[config.mk]
export PLATFORM = sky130hd
export DESIGN_NAME = adc_capture_pktgen
export DESIGN_NICKNAME = d
export VERILOG_FILES = /design/src/rtl/adc_capture_pktgen.sv
export SDC_FILE = /design/constraint.sdc
export NUM_CORES = 1
export LEC_CHECK = 0
export BUFFER_PORTS_ARGS = -buffer_cell sky130_fd_sc_hd__buf_2
export CAP_MARGIN = 25
export CORE_ASPECT_RATIO = 0.9
export CORE_MARGIN = 2
export CORE_UTILIZATION = 40
export CTS_BUF_LIST = sky130_fd_sc_hd__clkbuf_4
export DETAILED_ROUTE_END_ITERATION = 8
export GPL_TIMING_DRIVEN = 1
export PLACE_DENSITY = 0.6
export SLEW_MARGIN = 20
export SYNTH_ARGS = -nofsm -noshare
export SYNTH_HDL_FRONTEND = slang
export SYNTH_SLANG_ARGS = --single-unit
[constraint.sdc]
create_clock -name clk -period 5.5 [get_ports clk]
set_input_delay 0.275 -clock clk [delete_from_list [all_inputs] [get_ports clk]]
set_output_delay 0.275 -clock clk [all_outputs]
set_load 0.02 [all_outputs]
[src/rtl/adc_capture_pktgen.sv]
// Multi-channel ADC capture packetiser: arms on cfg_start, optional lead-in idle,
// then serialises NUM_CH-wide sample sets into SOP/EOP-framed packets with gaps.
module adc_capture_pktgen #(
   parameter int NUM_CH = 4,
   parameter int DATA_W = 18,
   parameter int LEN_W  = 16,
   parameter int GAP_W  = 8,
   localparam int CH_W  = (NUM_CH > 1) ? $clog2(NUM_CH) : 1
) (
   input  logic                     clk,
   input  logic                     rst,
   input  logic                     cfg_start,
   input  logic                     cfg_stop,
   input  logic                     cfg_self_test,
   input  logic [LEN_W-1:0]         cfg_idle_len,
   input  logic [LEN_W-1:0]         cfg_pkt_len,
   input  logic [LEN_W-1:0]         cfg_num_pkt,
   input  logic [GAP_W-1:0]         cfg_gap,
   input  logic [NUM_CH*DATA_W-1:0] adc_data,
   input  logic                     adc_valid,
   output logic [DATA_W-1:0]        out_data,
   output logic [CH_W-1:0]          out_ch,
   output logic                     out_valid,
   output logic                     out_sop,
   output logic                     out_eop,
   output logic                     busy,
   output logic                     done,
   output logic                     ovf
);

   localparam logic [CH_W-1:0] LAST_CH = CH_W'(NUM_CH - 1);

   typedef enum logic [1:0] {IDLE, LEAD, DATA, GAP} state_t;
   state_t state, state_nx;

   logic [LEN_W-1:0]  cnt, cnt_nx;
   logic              self_test_q;
   logic [LEN_W-1:0]  pkt_len_q, num_pkt_q;
   logic [GAP_W-1:0]  gap_q;
   logic [LEN_W-1:0]  set_cnt, pkt_cnt, pkt_cnt_inc, set_idx;
   logic [DATA_W-1:0] sample_cnt;
   logic              stop_pend, set_last;
   logic              free, eop_now, adv, accept, first_set, is_last, pkt_end, stop_empty;
   logic [CH_W-1:0]   ch_nx;
   logic [DATA_W-1:0] word_c [NUM_CH];
   logic [DATA_W-1:0] sh_p0 [0:NUM_CH];

   // The output register is "busy" until it shows the last channel of a set.
   assign free        = !out_valid || (out_ch == LAST_CH);
   assign adv         = out_valid && (out_ch != LAST_CH);
   assign eop_now     = out_valid && out_eop;
   assign ch_nx       = out_ch + CH_W'(1);
   assign pkt_cnt_inc = (&pkt_cnt) ? pkt_cnt : pkt_cnt + LEN_W'(1);
   assign first_set   = eop_now || (set_cnt == '0);
   assign set_idx     = first_set ? LEN_W'(1) : set_cnt + LEN_W'(1);
   assign is_last     = (set_idx == pkt_len_q);
   assign pkt_end     = eop_now && (stop_pend || cfg_stop ||
                        ((num_pkt_q != '0) && (pkt_cnt_inc == num_pkt_q)));
   assign stop_empty  = cfg_stop && (set_cnt == '0) && !eop_now;

   always_comb begin
      for (int c = 0; c < NUM_CH; c++)
         word_c[c] = self_test_q ? sample_cnt + DATA_W'(c) : adc_data[c*DATA_W +: DATA_W];
   end

   always_comb begin
      state_nx = state;
      cnt_nx   = cnt;
      accept   = 1'b0;
      case (state)
         IDLE: if (cfg_start) begin
            if (cfg_idle_len != '0) begin
               state_nx = LEAD;
               cnt_nx   = cfg_idle_len;
            end else begin
               state_nx = DATA;
            end
         end
         LEAD, GAP: begin
            if (cfg_stop)                 state_nx = IDLE;
            else if (cnt <= LEN_W'(1))    state_nx = DATA;
            else                          cnt_nx   = cnt - LEN_W'(1);
         end
         DATA: begin
            if (pkt_end || stop_empty) begin
               state_nx = IDLE;
            end else if (eop_now && (gap_q != '0)) begin
               state_nx = GAP;
               cnt_nx   = LEN_W'(gap_q);
            end else begin
               accept = free && (self_test_q || adc_valid);
            end
         end
         default: state_nx = IDLE;
      endcase
   end

   // Control stage: state, counters, latched configuration
   always_ff @(posedge clk or posedge rst) begin
      if (rst) begin
         state       <= IDLE;
         cnt         <= '0;
         busy        <= 1'b0;
         done        <= 1'b0;
         self_test_q <= 1'b0;
         pkt_len_q   <= '0;
         num_pkt_q   <= '0;
         gap_q       <= '0;
         set_cnt     <= '0;
         pkt_cnt     <= '0;
         sample_cnt  <= '0;
         stop_pend   <= 1'b0;
         set_last    <= 1'b0;
         ovf         <= 1'b0;
      end else begin
         state <= state_nx;
         cnt   <= cnt_nx;
         busy  <= (state_nx != IDLE);
         done  <= (state != IDLE) && (state_nx == IDLE);
         if (state == IDLE && cfg_start) begin
            self_test_q <= cfg_self_test;
            pkt_len_q   <= (cfg_pkt_len == '0) ? LEN_W'(1) : cfg_pkt_len;
            num_pkt_q   <= cfg_num_pkt;
            gap_q       <= cfg_gap;
            set_cnt     <= '0;
            pkt_cnt     <= '0;
            sample_cnt  <= '0;
            stop_pend   <= 1'b0;
            set_last    <= 1'b0;
            ovf         <= 1'b0;
         end else begin
            if (accept) begin
               set_cnt  <= set_idx;
               set_last <= is_last;
               if (self_test_q) sample_cnt <= sample_cnt + DATA_W'(1);
            end else if (eop_now) begin
               set_cnt <= '0;
            end
            if (eop_now) pkt_cnt <= pkt_cnt_inc;
            if (state == DATA && cfg_stop && state_nx == DATA) stop_pend <= 1'b1;
            if (state == DATA && !self_test_q && adc_valid && !free) ovf <= 1'b1;
         end
      end
   end

   // Sample buffer stage: holds the channels not yet serialised
   always_ff @(posedge clk) begin
      if (accept) begin
         for (int c = 0; c < NUM_CH; c++) sh_p0[c] <= word_c[c];
         sh_p0[NUM_CH] <= '0;
      end else if (adv) begin
         for (int i = 0; i < NUM_CH; i++) sh_p0[i] <= sh_p0[i+1];
      end
   end

   // Output stage
   always_ff @(posedge clk or posedge rst) begin
      if (rst) begin
         out_data  <= '0;
         out_ch    <= '0;
         out_valid <= 1'b0;
         out_sop   <= 1'b0;
         out_eop   <= 1'b0;
      end else if (accept) begin
         out_data  <= word_c[0];
         out_ch    <= '0;
         out_valid <= 1'b1;
         out_sop   <= first_set;
         out_eop   <= is_last && (NUM_CH == 1);
      end else if (adv) begin
         out_data  <= sh_p0[1];
         out_ch    <= ch_nx;
         out_sop   <= 1'b0;
         out_eop   <= set_last && (ch_nx == LAST_CH);
      end else begin
         out_valid <= 1'b0;
         out_sop   <= 1'b0;
         out_eop   <= 1'b0;
      end
   end

endmodule

==> reports/qor.yml <==
sta:
  hold_viol_final: 0
  fin_setup_tns_ps: 0
  final_max_slew_viol_count: 0
  period_needed_ps: 3860
  finClkSkew_ps: 38.8
  setup_viol: 0
  relSlewSlack: 0.331
  rsz0062_at_grt: "no"
  max_freq_mhz: 259
  tightest_slew_ps: 1000
  timing.final.crit_share: 0.702
synth:
  async_flop_share: 0.717
  ys_seq_area_frac: 0.447
  ys_seq_elements: 191
  synthCells: 1280
  ys_types: 73
  syn_avg_cell_area_um2: 8.82
  synth_edf_count: 54
  synth.net_count: 1425
  netlist_area_um2: 11300
  ys_warn_count: 0
  synth-main-ff-cell: "dfrtp_1"
route:
  vias_per_cell: 5.41
  drc: 0
  first_pass_iters: 5
  wirelength_mm: 32.1
  dr_total_vias: 9979
  ant_nets: 0
  wl_per_cell_um: 17.4
  drtIter0Drc: 630
setup_path:
  crit_path_max_incr_delay_ps: 490
  r2r-end: "sh_p0[0][58]$_SDFFCE_PP0P_"
  cpMaxStageDelayCell: "dfrtp_1"
  worstSetupStartpointType: "flop"
  crit_fanout: 23
  r2r_slack_ps: 1640
  path_common_cell: "buf_4"
  worstPathCellList: "ha_1 > and4_1 > nand4_2 > nor3_2 > o22ai_1 > a2111oi_4 > nand4_4 > a21oi_2 > buf_4 > inv_2 > buf_4"
  cp_data_arrival_time_ps: 4220
  cp.required_ps: 5860
  regToRegStartpoint: "pkt_cnt[0]$_DFFE_PP0P_"
  reg2regPathDepth: 11
  crit_type: "flop to flop"
  cp-end-kind: "flop"
run_status:
  status: "completed"
placement:
  io_buffers: 159
  place_hpwl_mm: 22.0
  routabilityCongestion: 0.896
  dp_cells: 1716
floorplanning:
  io_pins: 160
  initial_core_util: 0.405
  die_h_um: 163
  die_area_um2: 29600
  num_rows: 58
  die_x_um: 181
  core_region_area_um2: 27900
min_path:
  hold_end: "sh_p0[0][35]$_DFFE_PP_"
  hold_depth: 3
  hold_path.class: "primary input to flop"
  hold_start: "adc_data[35]"
clock_tree:
  clkSinkCount: 191
  ctsResizeCount: 0
  h-tree-depth: 4
  cts_root_buf: "clkbuf_4"
  path_clk_slew_ps: 190
  cts_buffers: 17
  clk_latency_ps: 620
  cts_buffer_depth: 2
  post-cts-setup-buffer-count: 0
  cts_tree: "done"
layout:
  final_nets: 1614
  final-instance-count-excl-fill: 1843
  drive_gt1_frac: 0.166
  area_growth_syn_to_layout_pct: 19.8
  final_cell_mix: "nand2_1 (252), buf_2 (159), dfrtp_1 (136)"
  final_common_cell: "nand2_1"
global_routing:
  grt_pass1_wl_mm: 51.2
  grt.total_usage: 0.219
  grt_max_degree: 105
  antenna_found_initial: 1
  grt.overflow.total: 0
  grt_pass1_vias: 9550
power:
  ir_drop_mv: 0.188
  power.density_nw_per_um2: 284
  p_leak_nw: 5.65
flow_run:
  maxCapViolCount: 0
[synth_stat cells, drive strengths merged, types with 6 or more instances]
master | instances | area, µm²
ha | 11 | 138
nand4 | 25 | 199
nor3 | 30 | 155
xor2 | 39 | 342
and3 | 9 | 56.3
or3 | 17 | 106
dfrtp | 137 | 3430
and4 | 7 | 63.8
o22ai | 7 | 43.8
xnor2 | 44 | 385
nor2 | 102 | 388
edfxtp | 54 | 1620
a21o | 13 | 97.6
nand3 | 46 | 235
a21oi | 35 | 186
o31ai | 6 | 45.0
nand2b | 7 | 43.8
a221o | 18 | 180
nor4 | 26 | 196
buf | 35 | 200
clkbuf | 60 | 225
and2 | 7 | 43.8
o21ai | 119 | 596
or4 | 8 | 60.1
mux2i | 35 | 350
o211ai | 6 | 45.0
a22oi | 6 | 45.0
a31oi | 13 | 81.3
inv | 20 | 75.1
nand2 | 254 | 953
nor2b | 12 | 75.1
a211oi | 17 | 128
[worst max-delay path, delay by kind of cell, from the launching register on]
family                   cells  cell delay [ps]
AND/OR/NAND/NOR              4             1220
buffers and inverters        3              800
AO/OA/AOI/OAI                3              760
flip-flops                   1              490
adder cells (fa/ha/maj)      1              310
[through the flow]
stage / util / total power [mW] / setup slack, ps / hold slack (ps) / area (µm²)
finish: 0.486 / 3.84 / 1640 / 37.9 / 13500
global route: 0.486 / 4.07 / 1360 / 2.87 / 13500
CTS: 0.483 / 3.86 / 1520 / 1.10 / 13500
detailed placement: 0.439 / 2.93 / 1540 / 465 / 12200
global placement: 0.439 / 2.92 / 1680 / 459 / 12200
floorplan: - / 2.58 / 1560 / 380 / 11300
[layout make-up]
| cell class | instances | area [µm²] |
|---|---|---|
| Clock buffer | 17 | 128 |
| Sequential cell | 191 | 5050 |
| Inverter | 21 | 83.8 |
| Tap cell | 360 | 450 |
| Timing Repair Buffer | 265 | 1860 |
| Multi-Input combinational cell | 973 | 5760 |
| Antenna cell | 1 | 2.50 |
| Fill cell | 2758 | 14300 |
| Clock inverter | 15 | 194 |
[worst max-delay path by stage]
stage	startpoint	to	slack [ps]
6_report	pkt_cnt[0]$_DFFE_PP0P_	sh_p0[0][58]$_SDFFCE_PP0P_	1640
3_3_place_gp	pkt_cnt[0]$_DFFE_PP0P_	out_data[14]$_DFFE_PP0P_	1680
2_1_floorplan	rst	busy$_DFF_PP0_	1560
3_5_place_dp	pkt_cnt[0]$_DFFE_PP0P_	out_data[17]$_DFFE_PP0P_	1540
4_1_cts	pkt_cnt[0]$_DFFE_PP0P_	out_data[17]$_DFFE_PP0P_	1520
5_1_grt	pkt_cnt[1]$_DFFE_PP0P_	set_cnt[12]$_DFFE_PP0P_	1360
[kinds of logic (layout without fill, tap and decap cells)]
| logic type | count (synthesis) | count (layout) | synth area share |
|---|---|---|---|
| fa+ha+maj | 11 | 11 | 0.0122 |
| simple gates | 567 | 567 | 0.241 |
| buf+inv | 116 | 318 | 0.0446 |
| mux | 40 | 40 | 0.0360 |
| xor+xnor | 83 | 83 | 0.0644 |
| compound gates | 272 | 272 | 0.155 |
| flops | 191 | 191 | 0.447 |
| other cells | 0 | 1 | 0 |
[sequential cells by signal (all words and copies together) (netlist names)]
signal	cells
busy	1
cnt	16
done	1
gap_q	8
num_pkt_q	16
out_ch	2
out_data	18
out_eop	1
out_sop	1
out_valid	1
ovf	1
pkt_cnt	16
pkt_len_q	16
sample_cnt	18
self_test_q	1
set_cnt	16
set_last	1
sh_p0	54
state	2
stop_pend	1
[what timing repair did]
| item | in CTS | in global routing |
|---|---|---|
| endpoints found under the setup margin | 0 | 0 |
| endpoints found under the hold margin | 190 | 1 |
| hold buffers | 91 | 1 |
[power breakdown]
group          total (mW)  leakage, nW  internal (mW)  switching (mW)
Combinational        1.04         3.22          0.464           0.576
Sequential           1.92         2.26           1.69           0.231
Clock               0.879        0.174          0.331           0.548
Total                3.84         5.65           2.49            1.36
[layer usage]
| layer | up-vias | global-route usage | part of all wire | routed length [µm] |
|---|---|---|---|---|
| met2 | 264 | 0.346 | 0.46 | 14600 |
| met1 | 4773 | 0.317 | 0.49 | 15600 |
| li1 | 4924 | - | - | - |
| met4 | 0 | 0.0477 | 0.0097 | 310 |
| met5 | - | 0 | 0 | 0 |
| met3 | 18 | 0.0361 | 0.049 | 1560 |
Power figures use the tool's default switching activity.
